`src/rtl/mux_nx1_pkg.sv`:
```
// Shared types and helpers for the registered N-to-1 word selector.
package mux_nx1_pkg;

  typedef enum logic [0:0] {
    IDLE = 1'b0,
    SCAN = 1'b1
  } state_e;

  localparam logic MODE_MANUAL = 1'b0;
  localparam logic MODE_SCAN   = 1'b1;

  // Index width for n inputs, never narrower than one bit.
  function automatic int unsigned sel_width(input int unsigned n);
    if (n <= 1) return 1;
    return 32'($clog2(n));
  endfunction

endpackage

```
`src/rtl/mux_nx1.sv`:
```
// Combinational N-to-1 word selector; an index at or beyond NUM_IN yields zero.
module mux_nx1
  import mux_nx1_pkg::*;
#(
  parameter int unsigned DATA_W = 12,
  parameter int unsigned NUM_IN = 8,
  localparam int unsigned SEL_W = sel_width(NUM_IN)
) (
  input  logic [NUM_IN*DATA_W-1:0] in_bus,
  input  logic [SEL_W-1:0]         idx,
  output logic [DATA_W-1:0]        dout_c
);

  always_comb begin
    dout_c = '0;
    for (int unsigned k = 0; k < NUM_IN; k++) begin
      if (idx == SEL_W'(k)) dout_c = in_bus[k*DATA_W +: DATA_W];
    end
  end

endmodule

```
`src/rtl/mux_nx1_seq.sv`:
```
// Registered N-to-1 selector with MANUAL single-load and SCAN walk modes, valid/ready output.
// Define MUX_NX1_SEQ_SNAPSHOT_EN to capture in_bus on scan start so scans are coherent.
module mux_nx1_seq
  import mux_nx1_pkg::*;
#(
  parameter int unsigned DATA_W = 12,
  parameter int unsigned NUM_IN = 8,
  localparam int unsigned SEL_W = sel_width(NUM_IN)
) (
  input  logic                     clk,
  input  logic                     rst,
  input  logic [NUM_IN*DATA_W-1:0] in_bus,
  input  logic                     mode,
  input  logic [SEL_W-1:0]         sel,
  input  logic                     load,
  input  logic                     start,
  output logic                     busy,
  output logic [DATA_W-1:0]        out_data,
  output logic [SEL_W-1:0]         out_idx,
  output logic                     out_last,
  output logic                     out_valid,
  input  logic                     out_ready
);

  localparam int unsigned    BUS_W    = NUM_IN * DATA_W;
  localparam logic [SEL_W-1:0] LAST_IDX = SEL_W'(NUM_IN - 1);
  localparam logic           SINGLE   = (NUM_IN == 1);

  state_e              state_q, state_d;
  logic [SEL_W-1:0]    cnt_q, cnt_d;
  logic [DATA_W-1:0]   out_data_q, out_data_d;
  logic [SEL_W-1:0]    out_idx_q, out_idx_d;
  logic                out_last_q, out_last_d;
  logic                out_valid_q, out_valid_d;
  logic                busy_q, busy_d;

  logic                free_c;
  logic                scan_go_c;
  logic                man_go_c;
  logic [SEL_W-1:0]    mux_idx_c;
  logic [BUS_W-1:0]    mux_src_c;
  logic [DATA_W-1:0]   mux_data_c;

`ifdef MUX_NX1_SEQ_SNAPSHOT_EN
  logic [BUS_W-1:0]    snap_q, snap_d;

  // Scan beats after the first come from the captured bank.
  always_comb begin
    mux_src_c = (state_q == SCAN) ? snap_q : in_bus;
    snap_d    = scan_go_c ? in_bus : snap_q;
  end
`else
  always_comb begin
    mux_src_c = in_bus;
  end
`endif

  always_comb begin
    free_c    = !out_valid_q || out_ready;
    scan_go_c = (state_q == IDLE) && free_c && start && (mode == MODE_SCAN);
    man_go_c  = (state_q == IDLE) && free_c && load && (mode == MODE_MANUAL);
    if (state_q == SCAN)        mux_idx_c = cnt_q;
    else if (mode == MODE_SCAN) mux_idx_c = '0;
    else                        mux_idx_c = sel;
  end

  mux_nx1 #(
    .DATA_W (DATA_W),
    .NUM_IN (NUM_IN)
  ) u_mux (
    .in_bus (mux_src_c),
    .idx    (mux_idx_c),
    .dout_c (mux_data_c)
  );

  // Next-state and output-register update.
  always_comb begin
    state_d     = state_q;
    cnt_d       = cnt_q;
    out_data_d  = out_data_q;
    out_idx_d   = out_idx_q;
    out_last_d  = out_last_q;
    out_valid_d = out_valid_q && !out_ready;

    case (state_q)
      IDLE: begin
        if (scan_go_c) begin
          out_data_d  = mux_data_c;
          out_idx_d   = '0;
          out_last_d  = SINGLE;
          out_valid_d = 1'b1;
          state_d     = SINGLE ? IDLE : SCAN;
          cnt_d       = SINGLE ? '0 : SEL_W'(1);
        end else if (man_go_c) begin
          out_data_d  = mux_data_c;
          out_idx_d   = sel;
          out_last_d  = 1'b1;
          out_valid_d = 1'b1;
        end
      end
      SCAN: begin
        if (free_c) begin
          out_data_d  = mux_data_c;
          out_idx_d   = cnt_q;
          out_last_d  = (cnt_q == LAST_IDX);
          out_valid_d = 1'b1;
          if (cnt_q == LAST_IDX) begin
            state_d = IDLE;
            cnt_d   = '0;
          end else begin
            cnt_d = cnt_q + SEL_W'(1);
          end
        end
      end
      default: begin
        state_d = IDLE;
        cnt_d   = '0;
      end
    endcase

    busy_d = (state_d == SCAN);
  end

  always_ff @(posedge clk or posedge rst) begin
    if (rst) begin
      state_q     <= IDLE;
      cnt_q       <= '0;
      out_data_q  <= '0;
      out_idx_q   <= '0;
      out_last_q  <= 1'b0;
      out_valid_q <= 1'b0;
      busy_q      <= 1'b0;
`ifdef MUX_NX1_SEQ_SNAPSHOT_EN
      snap_q      <= '0;
`endif
    end else begin
      state_q     <= state_d;
      cnt_q       <= cnt_d;
      out_data_q  <= out_data_d;
      out_idx_q   <= out_idx_d;
      out_last_q  <= out_last_d;
      out_valid_q <= out_valid_d;
      busy_q      <= busy_d;
`ifdef MUX_NX1_SEQ_SNAPSHOT_EN
      snap_q      <= snap_d;
`endif
    end
  end

  assign busy      = busy_q;
  assign out_data  = out_data_q;
  assign out_idx   = out_idx_q;
  assign out_last  = out_last_q;
  assign out_valid = out_valid_q;

endmodule

```
`config.mk`:
```
export PLATFORM = sky130hd
export DESIGN_NAME = mux_nx1_seq
export DESIGN_NICKNAME = d
export VERILOG_FILES = /design/src/rtl/mux_nx1_pkg.sv /design/src/rtl/mux_nx1.sv /design/src/rtl/mux_nx1_seq.sv
export SDC_FILE = /design/constraint.sdc
export NUM_CORES = 1
export LEC_CHECK = 0
export ABC_AREA = 0
export CAP_MARGIN = 25
export CELL_PAD_IN_SITES_DETAIL_PLACEMENT = 1
export CELL_PAD_IN_SITES_GLOBAL_PLACEMENT = 1
export CORE_UTILIZATION = 28
export CTS_BUF_LIST = sky130_fd_sc_hd__clkbuf_8
export DETAILED_ROUTE_END_ITERATION = 6
export HOLD_SLACK_MARGIN = 0.02
export PLACE_DENSITY = 0.95
export SYNTH_ARGS = -nofsm -noshare
export SYNTH_HDL_FRONTEND = slang
export SYNTH_HIERARCHICAL = 1
export SYNTH_SLANG_ARGS = --single-unit
```
`constraint.sdc`:
```
create_clock -name clk -period 6.66 [get_ports clk]
set_clock_uncertainty 0.05 [all_clocks]
set_input_delay 1.332 -clock clk [delete_from_list [all_inputs] [get_ports clk]]
set_output_delay 1.332 -clock clk [all_outputs]
set_load 0.03 [all_outputs]
```
# --- Word level (Yosys, flattened, before mapping) ---
# Cells that the tools add are included.
op_classes:
  addsub: 1
  n_eq_ne: 11
  n_mux: 34
  bitwise: 2
  n_reduce_logical: 12
op_table:
  columns: ["op", "n"]
  rows:
  - ["12-bit two-way mux", 11]
  - ["3-bit two-way mux", 8]
  - ["12-bit one-hot mux with 2 select lines", 1]
  - ["3-bit == test (second input constant)", 5]
  - ["3-bit one-hot mux with 2 select lines", 2]
  - ["1-bit two-way mux", 9]
  - ["3-bit by 2-bit == test with 1-bit output (second input constant)", 2]
  - ["1-bit logical AND", 6]
  - ["1-bit one-hot mux with 2 select lines", 3]
  - ["2-bit AND reduction", 2]
  - ["3-bit by 1-bit adder with 3-bit output (second input constant)", 1]
  - ["3-bit by 1-bit == test with 1-bit output (second input constant)", 1]
  - ["3-bit logical NOT", 1]
  - ["3-bit inequality test (second input constant)", 1]
  - ["1-bit logical NOT", 2]
  - ["2-bit by 1-bit inequality test with 1-bit output (second input constant)", 1]
  - ["2-bit inequality test (second input constant)", 1]
  - ["1-bit inverter", 2]
  - ["1-bit logical OR", 1]
word_totals:
  register_bits: 21
  input_bits: 105
  output_inout_bits: 18
  elab_cells: 66

# --- Logic depth before layout (Yosys ltp) ---
# Gate-level depths: netlist of run 1.
logic_depth:
  ltp_word: 14
  ltp_mapped: 11
  mapped_depth_nobuf: 7

# --- Modules after synthesis ---
# The synthesis of run 1 kept the hierarchy.
modules_own_cells:
  columns: ["module", "instances", "cells_each", "area_each_um2", "seq_area_each_um2"]
  rows:
  - ["mux_nx1_seq", 1, 72, 935.9, 525.5]
  - ["mux_nx1", 1, 101, 853.3, 0.0]

# --- Worst setup path after synthesis of run 1 ---
# Ideal clock, no wire load.
synth_timing:
  kind: "input to register"
  startpoint: "in mode"
  endpoint: "reg out_data_q[10] (netlist: out_data[10])"
  setup_ps: 125
  arrival_ps: 2973
  required_ps: 6485
  path_slack_ps: 3512
  cell_stages: 8
  path_buffers: 2
  path_cell_list: "nor2_1 a22o_1 buf_6 buf_8 mux4_2 nor2b_1 a221o_1 mux2_2"
synth_between:
  elab_chain_len: 14
  word_cells_on_any_way: 27
synth_lines:
  columns: ["element", "line", "source"]
  rows:
  - ["from (decl)", "mux_nx1_seq.sv:13", "input logic mode,"]
  - ["3-bit two-way mux *", "mux_nx1_seq.sv:63", "else if (mode == MODE_SCAN) mux_idx_c = '0;"]
  - ["3-bit two-way mux *", "mux_nx1_seq.sv:62", "if (state_q == SCAN) mux_idx_c = cnt_q;"]
  - ["net mux_idx_c[0]", "mux_nx1_seq.sv:40", "logic [SEL_W-1:0] mux_idx_c;"]
  - ["3-bit logical NOT", "mux_nx1.sv:17", "if (idx == SEL_W'(k)) dout_c = in_bus[k*DATA_W +: DATA_W];"]
  - ["12-bit two-way mux (7 in a row)", "mux_nx1.sv:17", null]
  - ["12-bit two-way mux *", "mux_nx1.sv:17", null]
  - ["net mux_data_c[10]", "mux_nx1_seq.sv:42", "logic [DATA_W-1:0] mux_data_c;"]
  - ["12-bit two-way mux", "mux_nx1_seq.sv:94", "end else if (man_go_c) begin"]
  - ["12-bit two-way mux", "mux_nx1_seq.sv:87", "if (scan_go_c) begin"]
  - ["12-bit one-hot mux with 2 select lines *", "mux_nx1_seq.sv:85", "case (state_q)"]
  - ["to (signal assigned)", "mux_nx1_seq.sv:139", "out_data_q <= out_data_d;"]
  - ["to (decl)", "mux_nx1_seq.sv:31", "logic [DATA_W-1:0] out_data_q, out_data_d;"]
# The timed path passes the listed nets; every way through them passes the cells marked *. The select of a mux whose other input is x is not followed.
# A chain may end at the register's enable or synchronous reset.

# --- Final worst setup path of run 1 ---
layout_timing:
  startpoint: "in mode"
  endpoint: "reg out_data_q[5] (netlist: out_data[5])"
# Same word-level chain as after synthesis.

==> flow_metrics.py, run 1 <==
metrics = {
    "floorplanning": {
        "io_pins": 123,
        "core_area_um2": 6026,
        "die_h_um": 81.94,
        "initial_utilization": 0.2969,
        "rows": 28,
        "fp.dieW_um": 81.94,
        "die-area_um2": 6713,
    },
    "min_path": {
        "hold_path.class": "flip-flop to flip-flop",
        "min_path_cells": 2,
    },
    "placed_design": {
        "place_ws_ps": 2305,
        "hpwl_mm": 5.591,
        "port_buffers": 122,
        "gp_congestion": 0.8358,
    },
    "final_layout": {
        "antenna_cells": 0,
        "drive_gt1_frac": 0.09123,
        "final_nets": 393,
        "area_growth_pct": 71.05,
    },
    "grt": {
        "grt_pass1_wl_mm": 10.25,
        "antenna_found_initial": 0,
        "grt_pass1_vias": 1970,
        "grt_usage": 0.2038,
        "grt_max_degree": 28,
        "gr-total-overflow": 0,
    },
    "sta": {
        "final_hold_viol_count": 0,
        "layout_min_cycle_time_ps": 4083,
        "tns_ps": 0,
        "fmax_mhz": 244.9,
        "final.period_utilization": 0.6130,
        "tightest_slew_ps": 1005,
        "rsz0062_at_grt": "no",
        "setup_viol": 0,
        "worst_slack_ps": 2577,
        "holdWs_ps": 433.5,
        "maxSlewHeadroom": 0.3287,
        "drv_slew": 0,
    },
    "cts": {
        "cts_max_level": 1,
        "tritoncts": "done",
        "clk_latency_ps": 250,
        "clk_pin_slew_ps": 80,
        "ctsRootBufferMaster": "clkbuf_8",
        "cts.sinks": 21,
        "postCtsSetupBuffers": 0,
        "clockBufferDepth": 2,
        "cts_hold_buf": 0,
        "cts-resized-gates": 0,
        "numCtsBuffers": 3,
    },
    "power_and_ir_drop": {
        "powerDensity_nw_per_um2": 408.2,
        "ir_worst_vdd_uv": 268.7,
        "swShare": 0.4539,
        "p_sw_w": 0.0005670,
        "p_leak_nw": 1.200,
        "clkPwrFrac": 0.066,
        "p_int_w": 0.0006822,
        "power_frac_seq": 0.195,
        "comb_power_share": 0.739,
    },
    "detailed_routing": {
        "wl_mm": 6.805,
        "avgRoutedWirePerCell_um": 18.90,
        "drc_errors": 0,
        "ant_nets": 0,
        "vias": 1896,
        "viasPerCell": 5.267,
        "dr.pass1.iters": 4,
        "drtIter0Drc": 102,
    },
    "synth": {
        "ys_seq_area_frac": 0.2937,
        "synth_cell_type_count": 32,
        "synth_nets": 280,
        "yosysWarnings": 6,
        "ys_ff_latch": 21,
        "syn_inst": 173,
        "mappedNetlistArea_um2": 1789,
        "syn_avg_cell_area_um2": 10.34,
    },
    "outcome": {
        "status": "completed",
    },
    "setup_path": {
        "cp-start-kind": "primary input",
        "r2r_cells": 7,
        "critPathRequiredTime_ps": 6810,
        "critical_path_class": "primary input to flip-flop",
        "crit_path_end_kind": "flip-flop",
        "worstPathMaxFanout": 16,
        "worst_ep_arrival_time_ps": 4230,
    },
    "run": {
        "cap_violations": 0,
    },
}
-- cell usage after synthesis, drive strengths merged --
| cell | count | area (µm²) |
|---|---|---|
| dfrtp | 21 | 525.5 |
| nand2 | 15 | 56.30 |
| o21ai | 15 | 75.07 |
| mux2i | 14 | 140.1 |
| mux2 | 12 | 135.1 |
| nor2b | 12 | 75.07 |
| buf | 11 | 86.33 |
| a221o | 10 | 100.1 |
| mux4 | 10 | 247.7 |
| a21oi | 9 | 56.31 |
| nor2 | 8 | 30.03 |
| a22o | 5 | 43.79 |
| clkbuf | 5 | 18.77 |
| a22oi | 4 | 30.03 |
| nor3 | 3 | 15.01 |
| a21o | 2 | 15.01 |
| a221oi | 2 | 17.52 |
| and2 | 2 | 15.02 |
| ha | 2 | 25.02 |
| inv | 2 | 7.510 |
| nand2b | 2 | 12.51 |
| nand3 | 2 | 10.01 |
| nor3b | 2 | 15.01 |
| and3 | 1 | 6.260 |
| o31ai | 1 | 21.27 |
| or2b | 1 | 8.760 |
-- cell type report --
type                       count  area (µm²)
multi-input combinational    134        1151
clock buffer                   3       41.29
clock inverter                 1       5.005
tap                           75       93.84
inverter                       2       7.507
sequential                    21       525.5
timing repair buffer         124        1236
fill                         686        2965
-- worst max-delay path: stages --
cell and delay, ps:
clkdlybuf4s50_1 450, nor2_1 230, a22o_1 690, nor2b_1 880, nand2_1 170, o21ai_0 140, a221o_1 190, mux2_2 140
-- flip-flops by register name (all words and copies together), names as in the netlist --
signal     cells
out_valid      1
out_idx        3
busy           1
out_last       1
out_data      12
cnt_q          3
-- cells by family after synthesis --
group	Yosys count	synth area share
AO/OA/AOI/OAI	48	0.2007
AND/OR/NAND/NOR	48	0.1364
multiplexers	36	0.2923
flip-flops	21	0.2937
buffers and inverters	18	0.06294
adder cells (fa/ha/maj)	2	0.01398
-- layer usage --
metal / global-route usage / part of all wire / up-vias
met5: 0 / 0 / -
met4: 0.05965 / 0.016 / 0
met3: 0.03000 / 0.050 / 8
met2: 0.3579 / 0.52 / 68
met1: 0.2558 / 0.42 / 933
li1: - / - / 887
-- final timing paths --
| kind | startpoint | endpoint | slack, ps |
|---|---|---|---|
| worst max-delay path | mode | out_data[5] | 2580 |
| worst min-delay path | out_last | out_last | 430 |
| worst max register to register | busy | out_data[5] | 3430 |
| worst min register to register | out_last | out_last | 430 |
| max in group asynchronous | rst | out_data[1] | 4560 |
| min in group asynchronous | rst | out_valid | 1480 |
-- per-stage QoR --
stage,utilization,instances,total power (W),cell area [µm²]
after global routing,0.5079,360,0.001336,3060
final,0.5079,360,0.001249,3060
after CTS,0.5079,360,0.001253,3060
after floorplan,-,173,0.0008928,1789
after detailed placement,0.5002,356,0.001163,3014
after global placement,0.5002,356,0.001126,3014
-- cell usage in the layout (no fill, tap or decap) --
master / instances
nand2_1: 15
and2_1: 1
nor3_1: 3
and2_4: 1
a21o_1: 2
mux2_2: 12
clkdlybuf4s50_1: 122
mux4_1: 6
inv_1: 2
a21oi_4: 1
a221oi_1: 2
mux2i_1: 14
nor2_1: 8
and3_1: 1
nand2b_1: 2
clkinv_2: 1
a22oi_1: 4
o21ai_0: 15
dfrtp_1: 21
a21oi_1: 8
buf_4: 2
a22o_1: 5
clkbuf_8: 3
nor3b_1: 2
or2b_2: 1
ha_1: 2
nor2b_1: 12
nand3_1: 2
o31ai_4: 1
mux4_2: 4
a221o_1: 10
-- power groups by stage --
| stage | registers [W] | logic [W] | clock network, W |
|---|---|---|---|
| 5_1_grt | 0.000252 | 0.000995 | 0.0000901 |
| 6_report | 0.000243 | 0.000923 | 0.0000829 |
| 3_3_place_gp | 0.000239 | 0.000887 | 0 |
| 2_1_floorplan | 0.000328 | 0.000565 | 0 |
| 3_5_place_dp | 0.000244 | 0.000919 | 0 |
| 4_1_cts | 0.000242 | 0.000925 | 0.0000857 |
No activity file was read; power rests on OpenSTA's default activity.
==> run 2, diff against run 1 <==
CORE_UTILIZATION = 23   (was 28)
PLACE_DENSITY = 0.88   (was 0.95)
clock period = 3.7 ns   (was 6.66 ns; I/O delays follow)
==> run 2 against run 1 <==
  * Critical path type unchanged
  * Largest cell class unchanged
  * Clock power is 82% higher
  * Combinational power is 84% higher
  * Wire length is 1.2% lower
  * Setup slack worse by 1900 ps
  * Non-clock buffer count is 2 higher
  * Final area is 2.2% higher
  * Cell count is 7.2% higher
  * Global-route usage is 3.9 points lower
  * Sequential power is 78% higher
  * Via count is 0.58% lower
  * Critical endpoint is now out_data[3]
  * Die area is 21% higher
  * Critical path depth stayed put
==> flow_metrics.py, run 2 (synthesis gave the netlist of run 1 again) <==
metrics = {
    "sta": {
        "rsz0062_at_grt": "no",
        "setup_viol": 0,
        "tightest_slew_ps": 926.6,
        "maxSlewHeadroom": 0.3810,
        "final_hold_viol_count": 0,
        "worst_slack_ps": 682.8,
        "final.period_utilization": 0.8155,
        "fmax_mhz": 331.4,
        "drv_slew": 0,
        "layout_min_cycle_time_ps": 3017,
        "tns_ps": 0,
    },
    "detailed_routing": {
        "wl_mm": 6.726,
        "wl_met3_um": 332,
        "ant_nets": 0,
        "dr_wl_met2_mm": 3.560,
        "dr.max_layer_used": "met4",
        "avgRoutedWirePerCell_um": 17.42,
        "met1_length_mm": 2.768,
        "dr.pass1.iters": 4,
        "viasPerCell": 4.883,
        "drtIter0Drc": 67,
        "drc_errors": 0,
        "vias": 1885,
    },
    "final_layout": {
        "ff_latch_area_um2": 525.5,
        "num-fill-cells": 832,
        "final_cells": 386,
        "final_nets": 395,
        "multiInputGateArea_um2": 1151,
        "largest_reg_flops": 12,
        "antenna_cells": 0,
        "drive_gt1_frac": 0.09408,
        "area_growth_pct": 74.90,
        "final_common_cell": "clkdlybuf4s50_1",
        "final_cell_mix": "122 x clkdlybuf4s50_1, 21 x dfrtp_1, 15 x nand2_1, 15 x o21ai_0, 14 x mux2i_1",
    },
    "power_and_ir_drop": {
        "swShare": 0.4427,
        "comb_power_share": 0.744,
        "clkPwrFrac": 0.066,
        "powerDensity_nw_per_um2": 728.2,
        "ir_worst_vdd_uv": 261.2,
        "p_leak_nw": 1.220,
        "total_power_w": 0.002279,
        "p_sw_w": 0.001009,
        "power_frac_seq": 0.189,
        "p_int_w": 0.001270,
    },
    "grt": {
        "gr-total-overflow": 0,
        "grt_max_degree": 35,
        "antenna_found_initial": 0,
        "grt_pass1_wl_mm": 10.54,
        "grt_usage": 0.1647,
        "grt_pass1_vias": 2005,
    },
    "cts": {
        "cts-resized-gates": 0,
        "clockBufferDepth": 2,
        "tritoncts": "done",
        "numCtsBuffers": 3,
        "cts_hold_buf": 0,
        "clk_pin_slew_ps": 80,
        "cts_max_level": 1,
        "clk_latency_ps": 260,
        "postCtsSetupBuffers": 0,
        "cts.sinks": 21,
        "ctsRootBufferMaster": "clkbuf_8",
    },
    "run": {
        "cap_violations": 0,
    },
    "floorplanning": {
        "die_h_um": 90.20,
        "core_area_um2": 7370,
        "rows": 31,
        "io_pins": 123,
        "fp.dieW_um": 90.20,
        "die-area_um2": 8136,
        "initial_utilization": 0.2428,
    },
    "setup_path": {
        "critical_path_class": "primary input to flip-flop",
        "worstPathMaxFanout": 34,
        "cp-start-kind": "primary input",
        "worst_ep_arrival_time_ps": 3110,
        "critPathRequiredTime_ps": 3790,
        "crit_path_end_kind": "flip-flop",
    },
    "placed_design": {
        "hpwl_mm": 5.554,
        "place_ws_ps": 395.7,
        "port_buffers": 122,
        "gp_congestion": 0.7895,
        "place_inst": 382,
    },
    "outcome": {
        "status": "completed",
    },
    "min_path": {
        "hold_path.class": "flip-flop to flip-flop",
    },
}
==> run 2: cell count changes in the layout (fill, tap and decap cells not counted), sizes merged <==
cell and delta:
clkinv -1, buf +2, inv +1
==> run 2: area by class of cell <==
type,count,share of cell area
repair buffers,126,0.4078
multi-input cells,134,0.3679
flip-flops and latches,21,0.1679
well taps,99,0.03958
clock buffers,3,0.01319
inverters,2,0.002399
clock inverters,1,0.001200
==> run 2: path summary, 6_finish.rpt <==
| kind | start | endpoint | slack [ps] | cells past startpoint |
|---|---|---|---|---|
| setup / recovery | mode | out_data[3] | 680 | 8 |
| hold / removal | out_idx[2] | out_idx[2] | 450 | 2 |
| setup reg to reg | busy | out_data[3] | 950 | 7 |
| hold reg to reg | out_idx[2] | out_idx[2] | 450 | 2 |
| max in group asynchronous | rst | out_data[0] | 2160 | 2 |
| min in group asynchronous | rst | out_valid | 910 | 2 |
==> run 2: power groups by stage <==
stage	clock network (W)	logic (W)	registers, W
after detailed placement	0	0.00171	0.000437
final	0.000151	0.00170	0.000432
after floorplan	0	0.00102	0.000590
after global placement	0	0.00165	0.000431
after CTS	0.000157	0.00172	0.000432
after global routing	0.000170	0.00182	0.000447
==> run 2: per-layer routing <==
metal / track usage / vias to the layer above
met4: 0.03360 / 0
li1: - / 895
met2: 0.3047 / 67
met1: 0.1976 / 919
met5: 0 / -
met3: 0.02961 / 4
==> run 2: worst max-delay path, cell delays in order <==
cell and delay (ps):
clkdlybuf4s50_1 450, nor2_1 200, a22o_1 210, buf_12 200
mux4_1 580, nor2b_1 180, a221o_1 260, mux2_2 260
==> run 2: stage by stage <==
stage / hold WS [ps] / utilization / area (µm²)
6_report: 445.6 / 0.4246 / 3129
5_1_grt: 483.0 / 0.4246 / 3129
4_1_cts: 450.9 / 0.4246 / 3129
3_5_place_dp: 431.7 / 0.4185 / 3084
3_3_place_gp: 423.6 / 0.4185 / 3084
2_1_floorplan: 464.6 / - / 1789
==> run 3, diff against run 2 <==
CORE_UTILIZATION = 26   (was 23)
PLACE_DENSITY = 0.93   (was 0.88)
clock period = 2.95 ns   (was 3.7 ns; I/O delays follow)
==> run 3 against run 2 <==
  * The flow now finishes with violations (design-rule violations)
  * Die area is 11% lower
  * Power is 30% higher
  * Register-to-register slack worse by 370 ps
  * Final area is 1.2% higher
  * Sequential power is 18% higher
  * Sequential cell count stayed put
==> flow_metrics.py, run 3 (synthesis gave the netlist of run 1 again) <==
metrics = {
    "detailed_routing": {
        "drc_errors": 8,
        "ant_nets": 0,
        "wl_met3_um": 378,
        "met1_length_mm": 2.675,
        "viasPerCell": 5.172,
        "dr.pass1.iters": 7,
        "dr.max_layer_used": "met4",
        "dr_wl_met2_mm": 3.435,
        "avgRoutedWirePerCell_um": 17.86,
        "drtIter0Drc": 71,
        "wl_mm": 6.645,
        "vias": 1924,
    },
    "placed_design": {
        "hpwl_mm": 5.584,
        "port_buffers": 122,
        "gp_congestion": 0.7701,
        "dpl_cell_area_um2": 3117,
        "place_inst": 368,
    },
    "floorplanning": {
        "io_pins": 123,
        "die-area_um2": 7217,
        "core_area_um2": 6495,
        "initial_utilization": 0.2755,
        "die_h_um": 84.96,
        "fp.dieW_um": 84.96,
        "rows": 29,
    },
    "sta": {
        "tightest_slew_ps": 912.9,
        "holdWs_ps": 448.7,
        "layout_min_cycle_time_ps": 2752,
        "fmax_mhz": 363.4,
        "final.period_utilization": 0.9328,
        "final_hold_viol_count": 0,
        "maxSlewHeadroom": 0.3902,
        "setup_viol": 0,
        "rsz0062_at_grt": "no",
        "drv_slew": 0,
    },
    "final_layout": {
        "largest_reg_flops": 12,
        "antenna_cells": 0,
        "final_cells": 372,
        "drive_gt1_frac": 0.1220,
        "area_growth_pct": 76.92,
        "final_nets": 403,
        "final_common_cell": "clkdlybuf4s50_1",
        "utilization": 0.4874,
        "final_cell_mix": "122 x clkdlybuf4s50_1, 21 x dfrtp_1, 15 x nand2_1, 15 x o21ai_0, 14 x mux2i_1",
        "design_area_um2": 3166,
    },
    "cts": {
        "cts.sinks": 21,
        "clk_pin_slew_ps": 90,
        "clk_latency_ps": 260,
        "postCtsSetupBuffers": 0,
        "numCtsBuffers": 3,
        "cts_hold_buf": 0,
        "cts-resized-gates": 0,
        "cts_max_level": 1,
        "ctsRootBufferMaster": "clkbuf_8",
        "clockBufferDepth": 2,
        "tritoncts": "done",
    },
    "grt": {
        "grt_max_degree": 22,
        "grt_pass1_wl_mm": 10.29,
        "grt_usage": 0.1836,
        "gr-total-overflow": 0,
        "antenna_found_initial": 0,
        "grt_pass1_vias": 2071,
    },
    "setup_path": {
        "worst_ep_arrival_time_ps": 2850,
        "crit_path_end_kind": "flip-flop",
        "cp-start-kind": "primary input",
        "critical_path_class": "primary input to flip-flop",
        "max_stage_delay_ps": 570,
        "worstPathMaxFanout": 13,
        "path_cells": "clkdlybuf4s50_1 > nor2_1 > a22o_1 > buf_12 > mux4_1 > nor2b_1 > a221o_1 > mux2_2",
        "slowest_stage": "mux4_1",
        "critPathRequiredTime_ps": 3050,
    },
    "outcome": {
        "status": "finished with violations",
        "violations": "design-rule violations",
    },
    "power_and_ir_drop": {
        "p_leak_nw": 1.254,
        "powerDensity_nw_per_um2": 934.3,
        "ir_worst_vdd_uv": 371.7,
        "total_power_w": 0.002957,
    },
    "min_path": {
        "hold_path.class": "flip-flop to flip-flop",
    },
    "run": {
        "cap_violations": 0,
    },
}
[run 3: worst paths after layout]
check | from | to | slack (ps) | depth (start not counted)
worst max-delay path | mode | out_data[5] | 200 | 8
worst min-delay path | out_idx[0] | out_idx[0] | 450 | 2
worst max register to register | busy | out_data[5] | 580 | 7
worst min register to register | out_idx[0] | out_idx[0] | 450 | 2
max in group asynchronous | rst | out_data[4] | 1550 | 2
min in group asynchronous | rst | out_idx[1] | 750 | 2
[run 3: critical path: cells and delay by family]
kind                   cells  cell delay (ps)
AO/OA/AOI/OAI              2              470
buffers and inverters      2              610
multiplexers               2              830
AND/OR/NAND/NOR            2              340
[run 3: metal layers]
metal | GRT usage | up-vias
met4 | 0.06163 | 0
met1 | 0.2174 | 932
met5 | 0 | -
met2 | 0.3365 | 77
li1 | - | 905
met3 | 0.02918 | 10
[run 3: area by class of cell]
| class | count | area (µm²) |
|---|---|---|
| sequential | 21 | 525.5 |
| tap | 77 | 96.34 |
| clock inverter | 1 | 7.507 |
| timing repair buffer | 134 | 1336 |
| clock buffer | 3 | 41.29 |
| inverter | 2 | 7.507 |
| fill | 715 | 3329 |
| multi-input combinational | 134 | 1151 |
[run 3: power breakdown]
| group | internal, W | switching, W |
|---|---|---|
| logic | 0.00115 | 0.00110 |
| clock network | 0.0000954 | 0.000103 |
| registers | 0.000428 | 0.0000828 |
| total | 0.00167 | 0.00129 |
[run 3: per-stage QoR]
step	setup WS (ps)	TNS, ps
floorplan	321.1	0
global route	17.99	0
global placement	-57.40	-128.7
detailed placement	-96.74	-737.7
finish	198.2	0
CTS	183.4	0
